**src/rtl/board_redraw_sequencer.sv**
```systemverilog
// Cell-redraw initiator: walks the board row-major, fetches each digit and runs the
// one-cycle SIGNAL / multi-cycle DRAW handshake with the cell drawer for every cell.
// Optional feature macro: BOARD_REDRAW_DIRTY_ONLY_EN (redraw only cells marked dirty).

module board_redraw_sequencer #(
    parameter  int BOARD_DIM = 9,
    localparam int CELLS     = BOARD_DIM * BOARD_DIM
) (
    input  logic       clk,
    input  logic       rst,
    input  logic       start,
    output logic       busy,
    output logic       done,
    output logic [6:0] board_rd_addr,
    input  logic [3:0] board_rd_data,
    output logic [3:0] cell_row,
    output logic [3:0] cell_col,
    output logic [3:0] cell_data,
    output logic       req_signal,
    output logic       req_draw,
    input  logic       drawing_cell,
    input  logic       dirty_set,
    input  logic [6:0] dirty_addr
);

    localparam logic [6:0] LAST_IDX = 7'(CELLS - 1);
    localparam logic [3:0] LAST_COL = 4'(BOARD_DIM - 1);

    typedef enum logic [2:0] {
        ST_IDLE   = 3'd0,
        ST_FETCH  = 3'd1,
        ST_SIGNAL = 3'd2,
        ST_DRAW   = 3'd3,
        ST_DONE   = 3'd4
    } state_t;

    state_t     state_r;
    state_t     next_state_s;
    logic [6:0] idx_r;
    logic [6:0] idx_s;
    logic [3:0] row_r;
    logic [3:0] row_s;
    logic [3:0] col_r;
    logic [3:0] col_s;
    logic       advance_s;
    logic       clear_pos_s;
    logic       first_draw_r;
    logic       cell_dirty_s;

    logic       busy_r;
    logic       done_r;
    logic       req_signal_r;
    logic       req_draw_r;
    logic [3:0] cell_row_r;
    logic [3:0] cell_col_r;
    logic [3:0] cell_data_r;

`ifdef BOARD_REDRAW_DIRTY_ONLY_EN
    logic [CELLS-1:0] dirty_r;
    logic [CELLS-1:0] dirty_s;

    // Dirty bitmap next value: a set request beats the clear of the cell leaving SIGNAL
    always_comb begin
        dirty_s = dirty_r;
        for (int i = 0; i < CELLS; i++) begin
            if (dirty_set && (dirty_addr == 7'(i))) begin
                dirty_s[i] = 1'b1;
            end else if ((state_r == ST_SIGNAL) && (idx_r == 7'(i))) begin
                dirty_s[i] = 1'b0;
            end else begin
                dirty_s[i] = dirty_r[i];
            end
        end
    end

    // Dirty bitmap register; all ones after reset so the first pass is a full redraw
    always_ff @(posedge clk or posedge rst) begin
        if (rst) begin
            dirty_r <= '1;
        end else begin
            dirty_r <= dirty_s;
        end
    end

    assign cell_dirty_s = dirty_r[idx_r];
`else
    logic unused_dirty_s;
    assign unused_dirty_s = ^{dirty_set, dirty_addr};
    assign cell_dirty_s   = 1'b1;
`endif

    // Next-state logic and position-advance decisions
    always_comb begin
        next_state_s = state_r;
        advance_s    = 1'b0;
        clear_pos_s  = 1'b0;
        case (state_r)
            ST_IDLE: begin
                clear_pos_s = 1'b1;
                if (start) begin
                    next_state_s = ST_FETCH;
                end else begin
                    next_state_s = ST_IDLE;
                end
            end
            ST_FETCH: begin
                // A clean cell costs this one FETCH cycle and is never signalled
                if (cell_dirty_s) begin
                    next_state_s = ST_SIGNAL;
                end else if (idx_r == LAST_IDX) begin
                    next_state_s = ST_DONE;
                end else begin
                    advance_s    = 1'b1;
                    next_state_s = ST_FETCH;
                end
            end
            ST_SIGNAL: begin
                next_state_s = ST_DRAW;
            end
            ST_DRAW: begin
                // The drawer flag is only meaningful from the second DRAW cycle on
                if (first_draw_r || drawing_cell) begin
                    next_state_s = ST_DRAW;
                end else if (idx_r == LAST_IDX) begin
                    next_state_s = ST_DONE;
                end else begin
                    advance_s    = 1'b1;
                    next_state_s = ST_FETCH;
                end
            end
            ST_DONE: begin
                clear_pos_s  = 1'b1;
                next_state_s = ST_IDLE;
            end
            default: begin
                clear_pos_s  = 1'b1;
                next_state_s = ST_IDLE;
            end
        endcase
    end

    // Index, row and column counters; the index saturates at the last cell
    always_comb begin
        idx_s = idx_r;
        row_s = row_r;
        col_s = col_r;
        if (clear_pos_s) begin
            idx_s = 7'd0;
            row_s = 4'd0;
            col_s = 4'd0;
        end else if (advance_s && (idx_r < LAST_IDX)) begin
            idx_s = idx_r + 7'd1;
            if (col_r == LAST_COL) begin
                col_s = 4'd0;
                row_s = row_r + 4'd1;
            end else begin
                col_s = col_r + 4'd1;
                row_s = row_r;
            end
        end else begin
            idx_s = idx_r;
        end
    end

    // State, position and handshake output registers
    always_ff @(posedge clk or posedge rst) begin
        if (rst) begin
            state_r      <= ST_IDLE;
            idx_r        <= 7'd0;
            row_r        <= 4'd0;
            col_r        <= 4'd0;
            first_draw_r <= 1'b0;
            busy_r       <= 1'b0;
            done_r       <= 1'b0;
            req_signal_r <= 1'b0;
            req_draw_r   <= 1'b0;
        end else begin
            state_r      <= next_state_s;
            idx_r        <= idx_s;
            row_r        <= row_s;
            col_r        <= col_s;
            first_draw_r <= (state_r == ST_SIGNAL);
            busy_r       <= (next_state_s != ST_IDLE);
            done_r       <= (next_state_s == ST_DONE);
            req_signal_r <= (next_state_s == ST_SIGNAL);
            req_draw_r   <= (next_state_s == ST_DRAW);
        end
    end

    // Cell descriptor captured only on the FETCH to SIGNAL edge
    always_ff @(posedge clk or posedge rst) begin
        if (rst) begin
            cell_row_r  <= 4'd0;
            cell_col_r  <= 4'd0;
            cell_data_r <= 4'd0;
        end else if ((state_r == ST_FETCH) && (next_state_s == ST_SIGNAL)) begin
            cell_row_r  <= row_r;
            cell_col_r  <= col_r;
            cell_data_r <= board_rd_data;
        end else begin
            cell_row_r  <= cell_row_r;
            cell_col_r  <= cell_col_r;
            cell_data_r <= cell_data_r;
        end
    end

    assign busy          = busy_r;
    assign done          = done_r;
    assign board_rd_addr = idx_r;
    assign cell_row      = cell_row_r;
    assign cell_col      = cell_col_r;
    assign cell_data     = cell_data_r;
    assign req_signal    = req_signal_r;
    assign req_draw      = req_draw_r;

endmodule

```
**config.mk**
```make
export PLATFORM = sky130hd
export DESIGN_NAME = board_redraw_sequencer
export DESIGN_NICKNAME = d
export VERILOG_FILES = /design/src/rtl/board_redraw_sequencer.sv
export SDC_FILE = /design/constraint.sdc
export NUM_CORES = 1
export LEC_CHECK = 0
export CORE_UTILIZATION = 46
export CTS_CLUSTER_DIAMETER = 150
export DETAILED_ROUTE_END_ITERATION = 10
export GPL_ROUTABILITY_DRIVEN = 0
export PLACE_DENSITY = 0.81
export SLEW_MARGIN = 20
export SYNTH_ARGS = -nofsm -noshare
export SYNTH_HDL_FRONTEND = slang
export SYNTH_SLANG_ARGS = --single-unit
```
**constraint.sdc**
```tcl
create_clock -name clk -period 3.1 [get_ports clk]
set_input_delay 0.62 -clock clk [delete_from_list [all_inputs] [get_ports clk]]
set_output_delay 0.62 -clock clk [all_outputs]
set_load 0.03 [all_outputs]
```
==> implementation parameters <==
Parameter                              Value

Timing
  Worst Max-Slew Pin Slew ... roughly 930 ps
  Fin worst setup slack ... 964 ps
  Minimum hold slack ... 513 ps
  Final Hold Vio Count ... 0
  Top achievable clock speed ... 0.468 GHz
  Max_slew headroom ... 37.4%
  Final slew viol count ... 0
  Fin crit period ... 2140 ps
  Crit share post-route ... 68.9%
  Final setup violating endpoints ... 0
  Clock Skews ... 10.8 ps
  Unrepaired setup endpoints after global routing ... false
  Total Negative Setup Slacks ... 0 ps

Flow run
  Maximum Capacitance Violations ... 0

Drt
  Detailed-router iteration count before antenna repair ... 4
  DRC marker count from the first detailed-route iteration ... 33
  Number of vias per cell ... 5.23
  Drt wl/cell ... 13.9 um
  Final routed wirelength across all metal layers ... a little under 3000 um
  Count of antenna-violating nets left after detailed routing ... 0
  Number of vias after detailed routing ... about 1100
  Number of remaining DRC errors ... 0

Clock network
  Cell at the root of the clock tree ... sky130_fd_sc_hd__clkbuf_4
  Hold Buf Count CTS ... 0
  CTS tree ... done
  Reg clk slew, reported paths ... about 100 ps
  CTS HTree Levels ... 2
  Clk_lat worst skew ... roughly 340 ps
  Number of buffers created by CTS ... 5
  Number of buffers between clock root and the deepest sink ... 2
  Setup Buffers After CTS ... 0
  Post-CTS sizing ... 0
  Sinks on the clock net ... 35

Global routing
  Maximum number of pins on one net before global-route repair ... 36
  First-pass GRT wire length ... between 4000 and 5000 um
  Initial antenna violation count ... 0
  Vias in the first global route ... 1045
  Overflow left after global routing ... 0
  GRT Util Overall ... 18.2%

Power
  Leak Pwr ... 0.901 nW
  Peak supply drop ... 611 uV
  Sequential power share ... 39.1%
  Share of total power consumed by net switching ... a little under two fifths
  Share of total power in the clock network ... 18.8%
  Comb power frac ... 42.1%
  Net switching power of the design ... 0.696 mW
  Power per unit of standard cell area ... between 900 and 1000 mW/mm2
  Internal Power ... 1.13 mW

Synth
  Proportion of synthesized flip-flops having asynchronous set or reset ... 100%
  Most instantiated flip-flop cell in the synthesis netlist ... sky130_fd_sc_hd__dfrtp_1
  Post-synthesis cell type count ... 33
  Total of warnings raised by yosys ... 0
  Synth Area per Inst ... 11.6 um2
  Register bit total from synthesis ... 35
  EDFF count, synth ... 0
  Netlist area before placement ... ~0.0015 mm2
  Post-Syn Nets ... 153
  Proportion of synthesized chip area in sequential cells ... roughly 57%
  Number of standard cells after synthesis ... approximately 130

Setup path
  Largest stage delay on the critical path ... slightly above 700 ps
  Worst path buffer plus inverter count ... 1
  Critical Setup Path Class ... reg2out
  Element type at the critical path start ... register
  Maximum fanout along the worst path ... 6
  CP max-delay cell ... sky130_fd_sc_hd__clkdlybuf4s50_1
  Crit-path leading delay family ... buffers and inverters
  CP Cell Sequence ... clkdlybuf4s50_1
  Crit path arrival time ... 1520 ps
  Worst Path Required ... 2480 ps
  Critical path endpoint category ... output pin

Die
  Initial standard-cell utilization of the core ... about 49%
  Core area ... between 0.003 and 0.004 mm2
  Area enclosed by the die boundary ... 0.00357 mm2
  Height of the chip ... between 50 and 60 um
  Total I/O pin count ... 39
  Cell row count ... 20
  Die width ... roughly 60 um

Final layout
  Share of cells above drive strength 1 ... 15.5%
  Layout Area Growth over Synthesis ... 28.7%
  Final antenna diode count ... 0
  Area of all placed cells without fillers ... a little under 0.002 mm2
  Layout Cells excl Fill ... 212
  Nets ... 188

Worst hold path
  Worst min-delay path class ... reg2reg

Outcome
  Status ... finished clean

Place
  Instance area at placement ... 0.00189 mm2
  Cells after DPL ... 204
  Number of buffer cells added on primary ports ... 30
  Worst-case setup slack after placement ... 648 ps
  Dpl hpwl ... 2070 um
==> state kept, by name, summed over array words and instances, names as in the netlist, 3 cells and up <==
signal	flops
board_rd_addr	7
cell_col	4
cell_data	4
cell_row	4
col_r	4
row_r	4
state_r	3
==> cells by family after synthesis <==
kind of cell,Yosys count,share of synthesized area [%]
mux,15,10.8
compound gates,16,5.87
buf+inv,10,2.61
fa+ha+maj,5,4.07
flops,35,57.0
simple gates,47,17.4
xor+xnor,4,2.28
==> final timing paths <==
path                                              start                 endpoint  slack (ps)  cells past startpoint
setup reg to reg           board_rd_addr[4]$_DFFE_PP0P_     col_r[3]$_DFFE_PP0P_        1250                      4
hold / removal                  cell_col[3]$_DFFE_PP0P_  cell_col[3]$_DFFE_PP0P_         510                      1
max in group asynchronous                           rst     state_r[1]$_DFF_PP0_        2120                      3
setup / recovery           board_rd_addr[4]$_DFFE_PP0P_         board_rd_addr[4]         960                      1
hold reg to reg                 cell_col[3]$_DFFE_PP0P_  cell_col[3]$_DFFE_PP0P_         510                      1
min in group asynchronous                           rst  cell_col[1]$_DFFE_PP0P_         660                      3
==> synthesized netlist by cell type (2+ instances only) <==
cell type                 number  area (um2)
sky130_fd_sc_hd__dfrtp_1      35         876
sky130_fd_sc_hd__nor2_1       15        56.3
sky130_fd_sc_hd__mux2_2       12         135
sky130_fd_sc_hd__a21oi_1       7        35.0
sky130_fd_sc_hd__inv_1         7        26.3
sky130_fd_sc_hd__nand2_1       6        22.5
sky130_fd_sc_hd__ha_1          5        62.6
sky130_fd_sc_hd__nand4_1       5        31.3
sky130_fd_sc_hd__o21ai_0       4        20.0
sky130_fd_sc_hd__or3_1         4        25.0
sky130_fd_sc_hd__mux2i_1       3        30.0
sky130_fd_sc_hd__nand3_1       3        15.0
sky130_fd_sc_hd__xor2_1        3        26.3
sky130_fd_sc_hd__and3_1        2        12.5
sky130_fd_sc_hd__buf_2         2        10.0
sky130_fd_sc_hd__nor2b_1       2        12.5
==> power by group through the flow <==
| stage | registers, mW | clock network, mW | logic [mW] |
|---|---|---|---|
| 2_1_floorplan | 0.882 | 0 | 0.320 |
| 3_3_place_gp | 0.714 | 0 | 0.741 |
| 3_5_place_dp | 0.722 | 0 | 0.770 |
| 4_1_cts | 0.712 | 0.347 | 0.774 |
| 5_1_grt | 0.732 | 0.368 | 0.831 |
| 6_report | 0.712 | 0.342 | 0.767 |
==> placed cells by master, fill, tap and decap left out, types with 4 or more instances in the layout <==
cell	synthesis	final
sky130_fd_sc_hd__clkbuf_4	0	5
sky130_fd_sc_hd__ha_1	5	5
sky130_fd_sc_hd__or3_1	4	4
sky130_fd_sc_hd__nand2_1	6	6
sky130_fd_sc_hd__nand4_1	5	5
sky130_fd_sc_hd__mux2_2	12	12
sky130_fd_sc_hd__a21oi_1	7	7
sky130_fd_sc_hd__clkdlybuf4s50_1	0	30
sky130_fd_sc_hd__nor2_1	15	15
sky130_fd_sc_hd__inv_1	7	7
sky130_fd_sc_hd__dfrtp_1	35	35
sky130_fd_sc_hd__o21ai_0	4	4
==> metrics by stage <==
stage | util [%] | total power [mW]
2_1_floorplan | - | 1.20
3_3_place_gp | 60.9 | 1.46
3_5_place_dp | 60.9 | 1.49
4_1_cts | 63.7 | 1.83
5_1_grt | 63.7 | 1.93
6_report | 63.7 | 1.82
==> worst reg2reg max path: cells and delay by family (launching register included) <==
| kind | cells | cell delay (ps) |
|---|---|---|
| flops | 1 | 470 |
| compound gates | 2 | 610 |
| simple gates | 2 | 710 |
==> metal layers <==
metal / up-vias / part of all wire (%) / GRT usage [%]
met2: 29 / 52 / 29.7
met3: 2 / 4.2 / 4.55
met1: 551 / 43 / 22.8
met4: 0 / 0.99 / 7.97
li1: 527 / - / -
met5: - / 0 / 0
==> area by class of cell <==
| class | instances | area, um2 |
|---|---|---|
| clock inverters | 2 | 35.0 |
| fillers | 251 | 1130 |
| inverters | 7 | 26.3 |
| well taps | 44 | 55.1 |
| flip-flops and latches | 35 | 876 |
| clock buffers | 6 | 51.3 |
| repair buffers | 31 | 308 |
| multi-input cells | 87 | 624 |
(Power assumes the default switching activity.)
==> edit, RTL diff (same settings) <==
Register the inputs `start`, `board_rd_data` and `drawing_cell` before use. The logic sees them one clock later. The other inputs are not delayed to match.
--- a/src/rtl/board_redraw_sequencer.sv
+++ b/src/rtl/board_redraw_sequencer.sv
@@ -34,6 +34,16 @@
         ST_DONE   = 3'd4
     } state_t;
 
+    logic start_q;
+    logic [3:0] board_rd_data_q;
+    logic drawing_cell_q;
+
+    always_ff @(posedge clk) begin
+        start_q         <= start;
+        board_rd_data_q <= board_rd_data;
+        drawing_cell_q  <= drawing_cell;
+    end
+
     state_t     state_r;
     state_t     next_state_s;
     logic [6:0] idx_r;
@@ -97,7 +107,7 @@
         case (state_r)
             ST_IDLE: begin
                 clear_pos_s = 1'b1;
-                if (start) begin
+                if (start_q) begin
                     next_state_s = ST_FETCH;
                 end else begin
                     next_state_s = ST_IDLE;
@@ -119,7 +129,7 @@
             end
             ST_DRAW: begin
                 // The drawer flag is only meaningful from the second DRAW cycle on
-                if (first_draw_r || drawing_cell) begin
+                if (first_draw_r || drawing_cell_q) begin
                     next_state_s = ST_DRAW;
                 end else if (idx_r == LAST_IDX) begin
                     next_state_s = ST_DONE;
@@ -196,7 +206,7 @@
         end else if ((state_r == ST_FETCH) && (next_state_s == ST_SIGNAL)) begin
             cell_row_r  <= row_r;
             cell_col_r  <= col_r;
-            cell_data_r <= board_rd_data;
+            cell_data_r <= board_rd_data_q;
         end else begin
             cell_row_r  <= cell_row_r;
             cell_col_r  <= cell_col_r;
Check against the original RTL: not equivalent (Yosys sat finds a counterexample within 4 cycles, from zero or initial values and one cycle with rst high).
==> edit against the unedited design <==
Via count rose by 3.7%. Sequential power rose by 15%. Count of clock-buffer cells in the layout fell by 1. Synthesized cell count rose by 4.5%. Cell area rose by 4.8%. Synthesized area rose by 8.0%. Setup slack got worse by 0.026 ns. Critical path depth did not move. Sequential cell count rose by 6. Highest routed layer unchanged. Total power rose by 2.9%. Clock skew rose by 0.013 ns. Wire length rose by 1.2%.
==> edit: results (changes against the unedited design) <==
[outcome]
status = finished clean

[logic_synthesis]
synthTopCellsByArea = dfrtp_1, mux2_2, dfxtp_1
synth_top_area_share_pct = 52.83  ; -4.2 points
async_flop_share_pct = 85.37  ; -15 points
yosysSeqAreaShare_pct = 60.08  ; +3.0 points
ys_types = 31  ; -6.1%
syn_nets = 159  ; +3.9%
synth_commonest_cells = dfrtp_1, nor2_1, mux2_2
yosysWarnings = 0  ; unchanged
avgSynthCellArea_um2 = 12.01  ; +3.3%
ys.flop_type = dfrtp_1

[setup_path]
critPathMaxFanout = 7  ; +1
slowest_stage = clkdlybuf4s50_1
cp.arrival_ns = 1.54  ; +0.02 ns
crit_family = buffers and inverters
slowest_delay_ns = 0.71  ; about the same

[place]
place_inst = 213  ; +4.4%
place.detailed.hpwl_um = 2094  ; +1.3%
io_buffers = 30  ; unchanged
place_ws_ns = 1.312  ; +0.6646 ns

[sta]
relSlewSlack_pct = 39.18  ; +1.7 points
finClkSkew_ns = 0.02366  ; +0.01288 ns
hold_violations = 0  ; unchanged

[clock_network]
postCtsSetupRepairBufs = 0  ; unchanged
clkTransAtPathRegs_ns = 0.13  ; +0.03 ns
htreeDepth = 2  ; unchanged
clk_latency_ns = 0.36  ; +0.02 ns
clockRootBuffer = clkbuf_4
cts.repair.resized = 0  ; unchanged
clock_path_buffers = 2  ; unchanged
cts_buffers = 5  ; unchanged

[global_routing]
grt.total_usage_pct = 18.13  ; -0.043 points
grt_max_degree = 36  ; unchanged
grt_pass1_vias = 1120  ; +7.2%
antenna_found_initial = 0  ; unchanged
grt_pass1_wl_um = 4947  ; +5.6%

[layout]
largest_register_ffs = 7  ; unchanged
diodes = 0  ; unchanged
stdcell_count = 221  ; +4.2%
drive_gt1_share_pct = 14.86  ; -0.62 points
finalNetCount = 195  ; +3.7%

[route]
drt-pass1-iter-count = 4  ; unchanged
drtIter0Drc = 54  ; +64%
drc = 0  ; unchanged
vias = 1150  ; +3.7%
wl_per_cell_um = 13.48  ; -2.9%

[power_and_ir_drop]
peakVddDrop_mv = 0.4060  ; -34%
p_leak_nw = 0.9341  ; +3.7%

[hold_path]
holdCritPathClass = reg2reg

-- edit: power by group --
| part | internal, mW | leakage [nW] | switching, mW | total, mW |
|---|---|---|---|---|
| Clock | 0.0857 | 0.0310 | 0.175 | 0.261 |
| Combinational | 0.359 | 0.403 | 0.433 | 0.792 |
| Sequential | 0.683 | 0.500 | 0.139 | 0.821 |
-- edit: worst paths after layout --
path,start,endpoint,slack (ns),depth (start not counted)
worst max-delay path,board_rd_addr[2],board_rd_addr[2],0.94,1
worst min-delay path,board_rd_data_q[2],cell_data[2],0.47,1
worst max register to register,state_r[2],cell_row[3],1.31,2
worst min register to register,board_rd_data_q[2],cell_data[2],0.47,1
max in group asynchronous,rst,req_signal,2.12,3
min in group asynchronous,rst,row_r[1],0.64,3
-- edit: worst register-to-register path: stages, from the launching register on --
cell,delay (ns)
dfrtp_1,0.48
nor3b_2,0.79
mux2_2,0.41
-- edit: cell families (layout without fill, tap and decap cells) --
family	count (synthesis)	count (layout)	share of synthesized area, %
AND/OR/NAND/NOR	47	47	15.47
flip-flops	41	41	60.08
AO/OA/AOI/OAI	16	16	5.434
multiplexers	16	16	10.57
buffers and inverters	9	46	2.565
adder cells (fa/ha/maj)	5	5	3.774
XOR/XNOR	4	4	2.114
-- edit: per-layer routing --
metal	global-route usage [%]	vias up	share of wire (%)
li1	-	547	-
met3	6.418	6	3.6
met1	20.48	573	44
met4	8.254	0	1.8
met5	0	-	0
met2	30.70	24	51
-- edit: layout make-up --
| cell class | instances | area (µm²) |
|---|---|---|
| Fill cell | 277 | 1319 |
| Sequential cell | 41 | 996.0 |
| Timing Repair Buffer | 32 | 315.3 |
| Tap cell | 46 | 57.56 |
| Clock buffer | 5 | 37.54 |
| Multi-Input combinational cell | 88 | 624.3 |
| Clock inverter | 3 | 17.52 |
| Inverter | 6 | 22.52 |
-- edit: per-stage QoR --
step	area (µm²)	utilization, %	power, mW
CTS	2071	61.09	1.891
global route	2071	61.09	2.000
floorplan	1658	-	1.333
finish	2071	61.09	1.874
detailed placement	2016	59.47	1.631
global placement	2016	59.47	1.595
